### config.mk
export PLATFORM = sky130hd
export DESIGN_NAME = truth_table_prober
export DESIGN_NICKNAME = d
export VERILOG_FILES = /design/src/rtl/truth_table_prober.sv
export SDC_FILE = /design/constraint.sdc
export NUM_CORES = 1
export LEC_CHECK = 0
export ABC_CLOCK_PERIOD_IN_PS = 4200
export BUFFER_PORTS_ARGS = -buffer_cell sky130_fd_sc_hd__buf_2
export CORE_ASPECT_RATIO = 1.25
export CORE_MARGIN = 3
export CORE_UTILIZATION = 60
export CTS_BUF_LIST = sky130_fd_sc_hd__clkbuf_8 sky130_fd_sc_hd__clkbuf_16
export CTS_CLUSTER_SIZE = 25
export DETAILED_ROUTE_END_ITERATION = 8
export PLACE_DENSITY = 0.83
export SLEW_MARGIN = 15
export SYNTH_ARGS = -nofsm -noshare
export SYNTH_HDL_FRONTEND = slang
export SYNTH_SLANG_ARGS = --single-unit
### constraint.sdc
create_clock -name clk -period 4.2 [get_ports clk]
set_input_delay 0.21 -clock clk [delete_from_list [all_inputs] [get_ports clk]]
set_output_delay 0.21 -clock clk [all_outputs]
set_load 0.01 [all_outputs]
### src/rtl/truth_table_prober.sv
// Drives every {x,y} combination into a 2-input combinational block, captures z
// after SETTLE clocks per point, and compares the captured table to a golden one.
module truth_table_prober #(
    parameter int unsigned SETTLE = 2
) (
    input  logic       clk,
    input  logic       areset,
    input  logic       start,
    input  logic       abort,
    input  logic [3:0] expected,
    input  logic       z,
    output logic       x,
    output logic       y,
    output logic [3:0] table_o,   // "table" is a reserved word in SystemVerilog
    output logic       busy,
    output logic       done,
    output logic       pass,
    output logic [7:0] err_count
);

    typedef enum logic [1:0] {
        ST_IDLE,
        ST_SETTLE,
        ST_DONE
    } state_t;

    localparam logic [7:0] SETTLE_C = 8'(SETTLE);

    state_t     state_q;
    logic [1:0] idx_q;
    logic [7:0] cnt_q;
    logic       x_q;
    logic       y_q;
    logic [3:0] exp_q;
    logic [3:0] tbl_q;
    logic [3:0] tbl_d;
    logic       busy_q;
    logic       done_q;
    logic       pass_q;
    logic [7:0] err_q;

    always_comb begin
        tbl_d        = tbl_q;
        tbl_d[idx_q] = z;
    end

    always_ff @(posedge clk or posedge areset) begin
        if (areset) begin
            state_q <= ST_IDLE;
            idx_q   <= 2'd0;
            cnt_q   <= 8'd0;
            x_q     <= 1'b0;
            y_q     <= 1'b0;
            exp_q   <= 4'd0;
            tbl_q   <= 4'd0;
            busy_q  <= 1'b0;
            done_q  <= 1'b0;
            pass_q  <= 1'b0;
            err_q   <= 8'd0;
        end else begin
            case (state_q)
                ST_IDLE: begin
                    if (start && !abort) begin
                        exp_q   <= expected;
                        tbl_q   <= 4'd0;
                        pass_q  <= 1'b0;
                        idx_q   <= 2'd0;
                        x_q     <= 1'b0;
                        y_q     <= 1'b0;
                        cnt_q   <= SETTLE_C;
                        busy_q  <= 1'b1;
                        state_q <= ST_SETTLE;
                    end
                end
                ST_SETTLE: begin
                    if (abort) begin
                        // Partial table is kept for debug; the sweep never counts.
                        state_q <= ST_IDLE;
                        busy_q  <= 1'b0;
                        pass_q  <= 1'b0;
                        idx_q   <= 2'd0;
                        cnt_q   <= 8'd0;
                        x_q     <= 1'b0;
                        y_q     <= 1'b0;
                    end else if (cnt_q == 8'd1) begin
                        tbl_q <= tbl_d;
                        if (idx_q == 2'd3) begin
                            state_q <= ST_DONE;
                            done_q  <= 1'b1;
                            cnt_q   <= 8'd0;
                            pass_q  <= (tbl_d == exp_q);
                            if ((tbl_d != exp_q) && (err_q != 8'hFF))
                                err_q <= err_q + 8'd1;
                        end else begin
                            idx_q      <= idx_q + 2'd1;
                            {x_q, y_q} <= idx_q + 2'd1;
                            cnt_q      <= SETTLE_C;
                        end
                    end else begin
                        cnt_q <= cnt_q - 8'd1;
                    end
                end
                ST_DONE: begin
                    state_q <= ST_IDLE;
                    busy_q  <= 1'b0;
                    done_q  <= 1'b0;
                    idx_q   <= 2'd0;
                    x_q     <= 1'b0;
                    y_q     <= 1'b0;
                    if (abort)
                        pass_q <= 1'b0;
                end
                default: begin
                    state_q <= ST_IDLE;
                    busy_q  <= 1'b0;
                    done_q  <= 1'b0;
                end
            endcase
        end
    end

    assign x         = x_q;
    assign y         = y_q;
    assign table_o   = tbl_q;
    assign busy      = busy_q;
    assign done      = done_q;
    assign pass      = pass_q;
    assign err_count = err_q;

endmodule

; ---- Word-level counts from Yosys, hierarchy flattened
; Cells that the tools add are included.
[word_totals]
wordCells = 92
output_inout_bits = 17
reg_bits = 33
input_bits = 9
[classes]
n_mux = 42
eq_ne = 16
add_sub_neg = 3
reduce_logical = 16
bitwise = 2
n_lt_le_gt_ge = 2
[ops]
columns = op, n
row1 = 8-bit two-way mux, 3
row2 = 2-bit two-way mux, 9
row3 = 1-bit two-way mux, 16
row4 = 8-bit one-hot mux with 2 select lines, 1
row5 = 4-bit two-way mux, 3
row6 = 2-bit != test (second input constant), 6
row7 = 4-bit AND reduction, 3
row8 = 5-bit AND reduction, 2
row9 = 3-bit != test (second input constant), 3
row10 = 1-bit one-hot mux with 3 select lines, 3
row11 = 8-bit by 1-bit adder with 8-bit output (second input constant), 1
row12 = 8-bit by 1-bit equality test with 1-bit output (second input constant), 1
row13 = 8-bit != test (second input constant), 1
row14 = 4-bit one-hot mux with 2 select lines, 1
row15 = 8-bit by 1-bit subtractor with 8-bit output (second input constant), 1
row16 = 2-bit one-hot mux with 3 select lines, 1
row17 = 2-bit AND reduction, 3
row18 = 4-bit bitwise mux, 1
row19 = 2-bit equality test (second input constant), 2
row20 = 4-bit equality test, 1
row21 = 4-bit != test, 1
row22 = 1-bit one-hot mux with 2 select lines, 2
row23 = 2-bit one-hot mux with 2 select lines, 1
row24 = 1-bit logical AND, 3
row25 = 11 further kinds, 12

; ---- Logic depth before layout (Yosys ltp)
[logic_depth]
ltp_word = 10
ltp_mapped = 8
ltp_nobuf = 7

; ---- Least setup slack after synthesis
; Ideal clock, no wire load.
[synth_path]
kind = reg2reg
start = reg idx_q[0]
end = reg err_q[1] (netlist: err_count[1])
period_less_slack_ns = 1.993
required_ns = 4.075
slack_ns = 2.207
n_path_buf = 1
setup_ns = 0.125
t_arrival_ns = 1.868
path_stages_with_launch = 8
path_cell_list = dfrtp_1 -> ha_1 -> clkbuf_1 -> mux2i_1 -> xor2_1 -> nand4_2 -> nand2_2 -> mux2_4
[synth_via]
elab_chain_len = 8
word_cells_on_any_way = 10
classes_between = order compare: 2 / eq/ne: 2 / mux: 3 / reduce/logical: 3
[synth_rtl]
columns = element, line
row1 = start: declaration, 30  ; logic [1:0] idx_q;
row2 = start signal: assignment, 95  ; idx_q <= idx_q + 2'd1;
row3 = 2-bit by 3-bit less-than comparator with 1-bit output (not written as such) / 2-bit by 1-bit greater-or-equal comparator with 1-bit output (equally long branches), 44  ; tbl_d[idx_q] = z;
row4 = 1-bit logical AND (not written as such), 44
row5 = 1-bit two-way mux (not written as such), 44
row6 = 1-bit demux with 2-bit select, 44
row7 = 4-bit bitwise mux, 44
row8 = 4-bit != test, 92  ; if ((tbl_d != exp_q) && (err_q != 8'hFF))
row9 = 1-bit logical AND, 92
row10 = 5-bit AND reduction (no source line) *, -
row11 = end signal: assignment, 93  ; err_q <= err_q + 8'd1;
row12 = end: declaration, 40  ; logic [7:0] err_q;
; Every way passes the cells marked *; elsewhere a longest branch is shown, timed or not.
; A chain may end at the register's enable or synchronous reset.

; ---- Worst setup path in the final report
; Same ends and word-level chain as after synthesis.

==> run_results.csv <==
group,metric,value,unit
setup_path,required,4370,ps
cells_and_area,layout_common_cells,"dfrtp_1 (31), buf_2 (25), nand2_1 (23), o21ai_0 (17)",
grt,overflow,0,
yosys,ys.flop_type,"dfrtp_1",
yosys,syn_area,1714,sq um
place,place_congestion,0.8682,
timing,max_freq,0.4808,GHz
routing,vias,1351,
routing,wire_per_inst,15.04,um
routing,firstDrtPassIters,4,
power,p_leak,0.9776,nW
run_status,status,"completed",
timing,final.period_utilization,49.52,%
timing,worstMarginPinSlew,644.4,ps
routing,final_antenna_net_count,0,
clock_network,numCtsBuffers,5,
routing,drtIter0Drc,34,
clock_network,cts_resized,0,
setup_path,cp_slowest_cell,"dfrtp_1",
setup_path,path_class,"flop to flop",
clock_network,ctsRootBufferMaster,"clkbuf_8",
yosys,synth-async-reset-ratio,100.0,%
yosys,avgSynthCellArea,9.966,sq um
setup_path,r2r_slack,2120,ps
cells_and_area,final_area,1964,sq um
setup_path,max_stage_delay,430,ps
power,p_per_area,482.7,nW/um^2
clock_network,clockBufferDepth,2,
place,port_buffers,25,
routing,wl,3.519,mm
grt,grt_pass1_vias,1359,
power,ir_drop,0.4750,mV
job,maxCapViolCount,0,
timing,setup_viol,0,
floorplan,initial_utilization,63.34,%
yosys,synth_edf_count,0,
cells_and_area,layout.nets,215,
floorplan,die-area,3538,sq um
yosys,ys_seq_area_share,45.26,%
floorplan,fp.dieH,65.76,um
setup_path,critPathMaxFanout,8,
setup_path,cp.arrival,2250,ps
cells_and_area,final_common_cell,"dfrtp_1",
clock_network,cts_tree,"built",
floorplan,die_w,53.81,um
setup_path,cp_top_family,"multiplexers",
timing,finalWorstSetupSlack,2120,ps
clock_network,hold_buffers,0,
grt,grt_pass1_wl,6.023,mm
place,dpl.hpwl,2.561,mm
floorplan,row_count,21,
clock_network,post_cts_buffers,0,
timing,skew,3.833,ps
grt,grt_usage,23.85,%
timing,relSlewSlack,56.98,%
floorplan,ios,26,
yosys,synth.ff_latch_count,31,
yosys,yosys_warnings,0,
routing,drc,0,
clock_network,cts_sinks,31,
timing,fin_crit,2080,ps
routing,vias_per_cell,5.774,
cells_and_area,antennaDiodeCount,0,
clock_network,clkTransAtPathRegs,70,ps
min_path,hp-class,"primary input to async pin",
setup_path,path_cells,"inv_1, ha_1, mux2i_1, xor2_1, nand4_2, nand2_2, mux2_4",
setup_path,startpoint_type,"flop",
timing,hold_viol_final,0,
setup_path,cp_num_buf_inv,1,
place,post-place-ws,2141,ps
yosys,syn_nets,188,
timing,rsz0062_at_grt,"no",
grt,antenna_found_initial,0,
floorplan,core_area,2706,sq um
setup_path,cp-end-kind,"flop",
grt,grt_start_max_net_pins,32,
timing,setup_tns,0,ps
clock_network,clk_latency,290,ps
yosys,syn_inst,172,
cells_and_area,area_growth,14.60,%
yosys,yosysUniqueCellTypes,42,
clock_network,cts-htree-levels,2,
cells_and_area,layout-drive-gt1-share,23.00,%
timing,maxSlewViolCount,0,
place,place_area,1847,sq um
## worst paths after layout
check	start	endpoint	cells after the start
worst min register to register	exp_q[2]$_DFFE_PP0P_	exp_q[2]$_DFFE_PP0P_	2
max in group asynchronous	areset	cnt_q[3]$_DFFE_PP0P_	2
worst max register to register	idx_q[0]$_DFFE_PP0P_	err_count[1]$_DFFE_PP0P_	7
min in group clk	expected[1]	exp_q[1]$_DFFE_PP0P_	3
worst min-delay path	areset	err_count[6]$_DFFE_PP0P_	2
worst max-delay path	idx_q[0]$_DFFE_PP0P_	err_count[1]$_DFFE_PP0P_	7
## flip-flops by register name, summed over array words and instances, names as in the netlist
signal and flops:
busy 1, cnt_q 8, done 1, err_count 8
exp_q 4, idx_q 2, pass 1, state_q 2
table_o 4
## per-layer routing
metal | vias to the layer above | share of wire (%) | global-route usage (%)
met5 | - | 0 | 0
met4 | 0 | 2.1 | 11.50
met1 | 645 | 41 | 28.81
met3 | 9 | 5.3 | 7.256
li1 | 656 | - | -
met2 | 41 | 52 | 37.73
## report_power, final
part / switching [W] / internal, W
Clock: 0.000111 / 0.000192
Sequential: 0.0000522 / 0.000340
Combinational: 0.000141 / 0.000112
## final cells by class
class | count | area, sq um
inverters | 9 | 33.78
flip-flops and latches | 31 | 775.7
multi-input cells | 127 | 869.6
fillers | 199 | 742.0
clock inverters | 2 | 35.03
well taps | 34 | 42.54
repair buffers | 25 | 125.1
clock buffers | 6 | 82.58
## kinds of logic after synthesis
group,Yosys count,synth area share (%)
simple gates,64,21.02
compound gates,38,14.74
flops,31,45.26
buf+inv,14,4.014
xor+xnor,13,6.642
fa+ha+maj,7,5.109
mux,5,3.212
## Yosys cell counts, drive strengths merged (2+ instances only)
master / instances / share of area (%)
nand4: 2 / 1.5
ha: 7 / 5.1
a22oi: 2 / 0.88
and3: 6 / 2.2
o21ai: 20 / 6.3
inv: 9 / 2.0
nor3b: 3 / 2.0
nand3: 9 / 2.6
nor3: 3 / 0.88
a31oi: 2 / 1.6
clkbuf: 2 / 0.44
dfrtp: 31 / 45
nor2: 7 / 1.5
buf: 3 / 1.6
a21oi: 5 / 1.5
mux2i: 4 / 2.3
a32o: 4 / 2.3
xor2: 4 / 2.0
nand2: 24 / 5.4
xnor2: 9 / 4.6
## worst register-to-register path, stage by stage (launching register included)
cell and delay (ps):
dfrtp_1 430, inv_1 110, ha_1 230, mux2i_1 240, xor2_1 210, nand4_2 270, nand2_2 180, mux2_4 300
## stage by stage
step	util [%]	std cells	hold slack, ps	total power, W
final	72.58	234	3.732	0.0009482
after global routing	72.58	234	57.20	0.001012
after CTS	72.58	234	107.6	0.0009517
after detailed placement	68.24	226	408.1	0.0006468
after global placement	68.24	226	400.9	0.0006348
after floorplan	-	172	313.5	0.0005895
Note: power is estimated with default switching activity, not from simulation.
